--- config.mk ---
export PLATFORM = sky130hd
export DESIGN_NAME = imm_decode_ctrl
export DESIGN_NICKNAME = d
export VERILOG_FILES = /design/src/rtl/imm_decode_ctrl.sv
export SDC_FILE = /design/constraint.sdc
export NUM_CORES = 1
export LEC_CHECK = 0
export CAP_MARGIN = 20
export CORE_ASPECT_RATIO = 1.25
export CORE_MARGIN = 1.5
export CORE_UTILIZATION = 25
export DETAILED_ROUTE_END_ITERATION = 8
export PLACE_DENSITY = 0.55
export SETUP_SLACK_MARGIN = 0.3
export SLEW_MARGIN = 20
export SYNTH_ARGS = -nofsm -noshare
export SYNTH_HDL_FRONTEND = slang
export SYNTH_SLANG_ARGS = --single-unit
--- constraint.sdc ---
create_clock -name clk -period 1.29 [get_ports clk]
set_input_delay 0.258 -clock clk [delete_from_list [all_inputs] [get_ports clk]]
set_output_delay 0.258 -clock clk [all_outputs]
set_load 0.01 [all_outputs]
--- src/rtl/imm_decode_ctrl.sv ---
// Decode-stage immediate sequencer: capture (S0) -> output (S1) pipeline driving an external imm_extender.
// Optional per-format saturating statistics counters are enabled by defining IMM_STATS_EN.
module imm_decode_ctrl #(
  parameter int IW = 32
`ifdef IMM_STATS_EN
  ,
  parameter int CNT_W = 16
`endif
) (
  input  logic          clk,
  input  logic          rst,
  input  logic          in_valid,
  output logic          in_ready,
  input  logic [IW-1:0] in_inst,
  input  logic          flush,
  output logic [1:0]    ext_imm_sel,
  output logic [26:0]   ext_inst,
  input  logic [31:0]   ext_imm_out,
  output logic          out_valid,
  input  logic          out_ready,
  output logic [IW-1:0] out_inst,
  output logic [31:0]   out_imm,
  output logic          out_has_imm
`ifdef IMM_STATS_EN
  ,
  output logic [CNT_W-1:0] stat_imm17,
  output logic [CNT_W-1:0] stat_imm22,
  output logic [CNT_W-1:0] stat_imm26,
  output logic [CNT_W-1:0] stat_none
`endif
);

  localparam logic [1:0] SEL_17   = 2'b00;
  localparam logic [1:0] SEL_22   = 2'b01;
  localparam logic [1:0] SEL_26   = 2'b11;
  localparam logic [1:0] SEL_NONE = 2'b10;

  function automatic logic [1:0] classify(input logic [4:0] op);
    logic [1:0] sel;
    sel = SEL_NONE;
    if (op[4:3] == 2'b00)        sel = SEL_17;
    else if (op[4:3] == 2'b01)   sel = SEL_22;
    else if (op[4:1] == 4'b1100) sel = SEL_26;
    return sel;
  endfunction

  logic          s0_valid_q, s0_valid_d;
  logic [IW-1:0] s0_inst_q, s0_inst_d;
  logic          out_valid_q, out_valid_d;
  logic [IW-1:0] out_inst_q, out_inst_d;
  logic [31:0]   out_imm_q, out_imm_d;
  logic          out_has_imm_q, out_has_imm_d;

  logic [1:0] s0_sel;
  logic       s1_adv;
  logic       s1_load;
  logic       s0_accept;

  assign s0_sel    = classify(s0_inst_q[IW-1:IW-5]);
  assign s1_adv    = s0_valid_q && (!out_valid_q || out_ready);
  assign in_ready  = !flush && (!s0_valid_q || s1_adv);
  assign s0_accept = in_valid && in_ready;
  // A flushed cycle never loads S1, so output data and statistics ignore killed work.
  assign s1_load   = s1_adv && !flush;

  assign ext_imm_sel = s0_valid_q ? s0_sel : SEL_NONE;
  assign ext_inst    = s0_valid_q ? s0_inst_q[26:0] : 27'd0;

  always_comb begin
    s0_valid_d    = s0_valid_q;
    s0_inst_d     = s0_inst_q;
    out_valid_d   = out_valid_q;
    out_inst_d    = out_inst_q;
    out_imm_d     = out_imm_q;
    out_has_imm_d = out_has_imm_q;
    if (flush) begin
      s0_valid_d  = 1'b0;
      out_valid_d = 1'b0;
    end else begin
      if (s0_accept) begin
        s0_valid_d = 1'b1;
        s0_inst_d  = in_inst;
      end else if (s1_adv) begin
        s0_valid_d = 1'b0;
      end
      if (s1_load) begin
        out_valid_d   = 1'b1;
        out_inst_d    = s0_inst_q;
        out_has_imm_d = (s0_sel != SEL_NONE);
        out_imm_d     = (s0_sel != SEL_NONE) ? ext_imm_out : 32'd0;
      end else if (out_ready) begin
        out_valid_d = 1'b0;
      end
    end
  end

  always_ff @(posedge clk) begin
    if (rst) begin
      s0_valid_q    <= 1'b0;
      s0_inst_q     <= '0;
      out_valid_q   <= 1'b0;
      out_inst_q    <= '0;
      out_imm_q     <= 32'd0;
      out_has_imm_q <= 1'b0;
    end else begin
      s0_valid_q    <= s0_valid_d;
      s0_inst_q     <= s0_inst_d;
      out_valid_q   <= out_valid_d;
      out_inst_q    <= out_inst_d;
      out_imm_q     <= out_imm_d;
      out_has_imm_q <= out_has_imm_d;
    end
  end

  assign out_valid   = out_valid_q;
  assign out_inst    = out_inst_q;
  assign out_imm     = out_imm_q;
  assign out_has_imm = out_has_imm_q;

`ifdef IMM_STATS_EN
  // Counter slot gi counts the class whose select code sits at CNT_SEL_MAP[2*gi +: 2].
  localparam logic [7:0] CNT_SEL_MAP = {SEL_NONE, SEL_26, SEL_22, SEL_17};

  logic [CNT_W-1:0] cnt_q [4];
  logic [CNT_W-1:0] cnt_d [4];

  for (genvar gi = 0; gi < 4; gi++) begin : g_cnt
    localparam logic [1:0] CNT_SEL = CNT_SEL_MAP[2*gi +: 2];
    always_comb begin
      cnt_d[gi] = cnt_q[gi];
      if (s1_load && (s0_sel == CNT_SEL) && (cnt_q[gi] != {CNT_W{1'b1}}))
        cnt_d[gi] = cnt_q[gi] + 1'b1;
    end
    always_ff @(posedge clk) begin
      if (rst) cnt_q[gi] <= '0;
      else     cnt_q[gi] <= cnt_d[gi];
    end
  end

  assign stat_imm17 = cnt_q[0];
  assign stat_imm22 = cnt_q[1];
  assign stat_imm26 = cnt_q[2];
  assign stat_none  = cnt_q[3];
`endif

endmodule

# [After elaboration in Yosys (flattened, before gate mapping)]
# Index checks and enable logic that the tools add are counted.
[totals] regBits=99 inputBits=69
[classes] eq_ne=3 muxes=10 bitwise_logic=1 reduce_logical=15
[op_table] operator="2-to-1 mux 32 bit" n=1
[op_table] operator="2-to-1 mux 27 bit" n=1
[op_table] operator="2-to-1 mux 2 bit" n=3
[op_table] operator="2-to-1 mux 1 bit" n=5
[op_table] operator="equality test 4 bit, second input constant" n=1
[op_table] operator="logical AND 1 bit" n=4
[op_table] operator="AND reduction 2 bit" n=2
[op_table] operator="nonzero test 2 bit" n=2
[op_table] operator="zero test 1 bit" n=3
[op_table] operator="equality test 2 x 1 -> 1 bit, second input constant" n=1
[op_table] operator="zero test 2 bit" n=1
[op_table] operator="logical OR 1 bit" n=2
[op_table] operator="!= test 2 bit, second input constant" n=1
[op_table] operator="OR reduction 2 bit" n=1
[op_table] operator="inverter 1 bit" n=1

# [Longest topological paths before layout]
[logic_depth] ltp_word=7 depth_mapped=6 depth_no_buf=3

# [Worst setup path after synthesis]
# Ideal clock, no wire load.
[synth_timing] path_kind="reg2reg" from="register out_valid_q, in the netlist out_valid" to="register s0_inst_q[0]" setup_ps=72 arrival_ps=1205 slack_ps=14 stages_incl_launch_ff=6 n_path_buf=2 synth_period_minus_slack_ps=1276 cell_sequence="dfxtp_1 -> nor2b_4 -> buf_6 -> a21oi_4 -> buf_12 -> mux2i_1"
[synth_via] elab_chain_cells=7
[synth_rtl] item="start, declared" line="49" source="logic out_valid_q, out_valid_d;"
[synth_rtl] item="start signal, assigned" line="108" source="out_valid_q <= out_valid_d;"
[synth_rtl] item="zero test 1 bit" line="60" source="assign s1_adv = s0_valid_q && (!out_valid_q || out_ready);"
[synth_rtl] item="logical OR 1 bit" line="60"
[synth_rtl] item="logical AND 1 bit" line="60"
[synth_rtl] item="logical OR 1 bit" line="61" source="assign in_ready = !flush && (!s0_valid_q || s1_adv);"
[synth_rtl] item="logical AND 1 bit" line="61"
[synth_rtl] item="logical AND 1 bit" line="62" source="assign s0_accept = in_valid && in_ready;"
[synth_rtl] item="AND reduction 2 bit (no line)"
[synth_rtl] item="end signal, assigned" line="107" source="s0_inst_q <= s0_inst_d;"
[synth_rtl] item="end, declared" line="48" source="logic [IW-1:0] s0_inst_q, s0_inst_d;"
# Every way passes these cells.
# A chain may end at the register's enable or synchronous reset.

# [Worst setup path after layout]
[layout_timing] from="register s0_valid_q" to="output ext_inst[26]"
[layout_via] elab_chain_cells=1
[layout_rtl] item="start, declared" line="47" source="logic s0_valid_q, s0_valid_d;"
[layout_rtl] item="start signal, assigned" line="106" source="s0_valid_q <= s0_valid_d;"
[layout_rtl] item="2-to-1 mux 27 bit" line="67" source="assign ext_inst = s0_valid_q ? s0_inst_q[26:0] : 27'd0;"
[layout_rtl] item="end, declared" line="17" source="output logic [26:0] ext_inst,"
# Every way passes these cells.

==> impl_metrics.csv <==
group,metric,value,unit
critical_path,crit_cells,5,
critical_path,end_kind,"output port",
sta,final-hold-violation-count,0,
critical_path,crit_buf_inv,4,
power,powerDensity,847,nW/um^2
cts,path_clk_slew,0.07,ns
critical_path,cp.required,1.03,ns
critical_path,path_max_fanout,5,
critical_path,crit_type,"flip-flop to output port",
cts,cts_tree,"built",
grt,track_usage,0.176,
critical_path,max_stage_delay,0.37,ns
synthesis,yosysTopAreaCell,"dfxtp_1",
sta,grt_setup_unrepaired,"true",
synthesis,synth_top_family_by_area,"simple AND/OR/NAND/NOR gates",
synthesis,synth_warnings,0,
sta,setup_ws,-0.332,ns
placed_design,dp_hpwl,9320,um
die,ios,165,
sta,finalCritPeriodShare,1.26,
grt,global_route.overflow_total,0,
sta,finalClockSkew,0.00649,ns
cts,cts.sinks,99,
synthesis,synth_area,4460,um^2
die,die_w,122,um
critical_path,crit_chain,"buf_12 -> buf_12 -> buf_16 -> and2_4 -> buf_6",
drt,wl_per_cell,17.8,um
grt,grt_pass1_vias,4469,
synthesis,synth_mux_area_frac,0.0718,
cts,cts_htree_levels,3,
cts,insertion_delay,0.35,ns
sta,finalCriticalPeriod,1.62,ns
critical_path,reg2reg_depth,9,
die,core,17400,um^2
sta,slew_viol_final,0,
critical_path,crit_top_cell,"buf_12",
synthesis,synth_top_area_frac,0.444,
cts,cts_root_buf,"clkbuf_16",
drt,initialDrtViolationCount,247,
synthesis,synth_cell_type_count,26,
grt,grt_max_degree,52,
placed_design,pre_cts_slack,-0.482,ns
drt,wl,16900,um
critical_path,critical_path.top_delay_family,"buffers and inverters",
grt,antenna_found_initial,0,
die,die_area,18700,um^2
synthesis,yosys.area_share.adder,0,
synthesis,syn_nets,554,
placed_design,place_area,6760,um^2
run,cap_viol_max_count,0,
critical_path,start_kind,"flip-flop",
cts,numCtsBuffers,9,
sta,max_freq,0.617,GHz
power,peakVddDrop,0.462,mV
synthesis,yosys.cell_count.top_type,"dfxtp_1",
sta,setup_viol,127,
placed_design,place_congestion,0.709,
outcome,status,"complete, but fails checks",
cells_and_area,final_net_count,790,
outcome,violations,"negative setup slack",
hold_path,hp-class,"input pin to flip-flop",
sta,fin_tns_setup,-24.04,ns
synthesis,async_flop_share,0,
synthesis,postSynthAreaPerCell,9.20,um^2
sta,relSlewSlack,0.795,
cells_and_area,final_area,9010,um^2
die,rows,54,
synthesis,synth_cells,485,
critical_path,arrival,1.36,ns
cts,hold_buffers,0,
cells_and_area,antennaDiodeCount,0,
synthesis,synth-simple-area-share,0.244,
power,power_leakage,3.37,nW
synthesis,synth_common_cells,"dfxtp_1 (99), nand2b_1 (67), a21oi_1 (35)",
drt,drc,0,
grt,grt_pass1_wl,25300,um
cts,cts_buffer_depth,2,
synthesis,synth-edff-count,0,
synthesis,yosys_most_used_dff,"dfxtp_1",
die,die_h,152,um
critical_path,slowest_stage,"dfxtp_4",
drt,dr.pass1.iters,4,
drt,ant_nets,0,
drt,avgViaCountPerCell,4.75,
die,initial_core_util,0.256,
cells_and_area,syn2layout_area_growth,102,%
sta,worst_slew_pin_slew,0.308,ns
synthesis,synth_area_leaders,"dfxtp_1 (44%), nand2b_1 (9.4%), mux2i_1 (7.2%), nand4b_1 (6.3%), o32ai_1 (6.3%)",
drt,routed-via-count,4508,
placed_design,io_buffers,164,
cells_and_area,final_layout_size_suffix_gt1_frac,0.590,
synthesis,yosys_register_bits,99,
synthesis,synth_xor_area_frac,0,
synthesis,synth-compound-area-share,0.146,
synthesis,yosysSeqAreaShare,0.444,
cells_and_area,fin_util,0.517,
cells_and_area,fill_cells,1579,
hold_path,hold_depth,3,
worst reg2reg max path, delay by kind of cell, from the launching register on:
family	cells	cell delay, ns
buffers and inverters	6	0.73
and+or+nand+nor	2	0.26
AOI/OAI and AO/OA	1	0.05
DFF	1	0.37
cells in the final DEF, fill, tap and decap left out, drive strengths merged:
cell type,netlist,layout
nor2,3,3
a21oi,36,36
and2,27,27
dfxtp,99,99
clkdlybuf4s50,0,66
and2b,1,1
clkinv,0,1
nand4b,32,32
nand3,32,32
nand2b,68,68
clkbuf,25,14
bufinv,0,3
nor2b,1,1
o32ai,32,32
mux2i,32,32
inv,32,32
a21boi,1,1
o21ai,33,33
bufbuf,0,1
buf,27,207
a211oi,1,1
nor3,2,2
dlygate4sd2,0,1
and3,1,1
metal layers:
| layer | wire, um | global-route usage | vias to the layer above |
|---|---|---|---|
| li1 | - | - | 2170 |
| met1 | 6860 | 0.211 | 2194 |
| met2 | 8800 | 0.301 | 128 |
| met3 | 1030 | 0.0531 | 16 |
| met4 | 222 | 0.0482 | 0 |
| met5 | 0 | 0 | - |
kinds of logic after synthesis:
group / Yosys count
AO/OA/AOI/OAI: 103
buffers and inverters: 84
AND/OR/NAND/NOR: 167
flip-flops: 99
multiplexers: 32
state kept, by name, summed over array words and instances (netlist names):
name         count
out_imm         32
out_inst        32
s0_inst_q       32
out_has_imm      1
out_valid        1
s0_valid_q       1
layout make-up:
class	instances	area, um^2	area share
tap	224	280	0.0311
multi-input combinational	302	2810	0.312
clock inverter	4	95.1	0.0106
clock buffer	12	267	0.0296
inverter	32	120	0.0133
timing repair buffer	277	3350	0.372
sequential	99	2090	0.232
where the power goes:
part / total, W / internal (W) / leakage (nW) / switching (W)
combinational: 0.00118 / 0.000709 / 2.36 / 0.000476
sequential: 0.00318 / 0.00313 / 0.839 / 0.0000524
clock: 0.00327 / 0.00205 / 0.179 / 0.00122
total: 0.00763 / 0.00589 / 3.37 / 0.00174
path summary, 6_finish.rpt:
| path | start | to | slack, ns |
|---|---|---|---|
| hold reg to reg | out_inst[31] | out_inst[31] | 0.47 |
| setup / recovery | s0_valid_q | ext_inst[26] | -0.33 |
| hold / removal | rst | out_inst[31] | 0.36 |
| setup reg to reg | s0_valid_q | out_inst[8] | -0.23 |
through the flow:
| step | std cells | hold WS, ns | total power [W] |
|---|---|---|---|
| 2_1_floorplan | 485 | 0.330 | 0.00364 |
| 3_3_place_gp | 875 | 0.459 | 0.00410 |
| 3_5_place_dp | 875 | 0.465 | 0.00411 |
| 4_1_cts | 928 | 0.337 | 0.00763 |
| 5_1_grt | 950 | 0.375 | 0.00795 |
| 6_report | 950 | 0.361 | 0.00763 |
what timing repair did:
item,CTS,global route
cloned,16,3
pin swaps,68,23
endpoints found under the hold margin,0,0
buffers inserted,21,19
resized for setup,642,103
setup endpoints to repair,195,195
(Power assumes the default switching activity.)
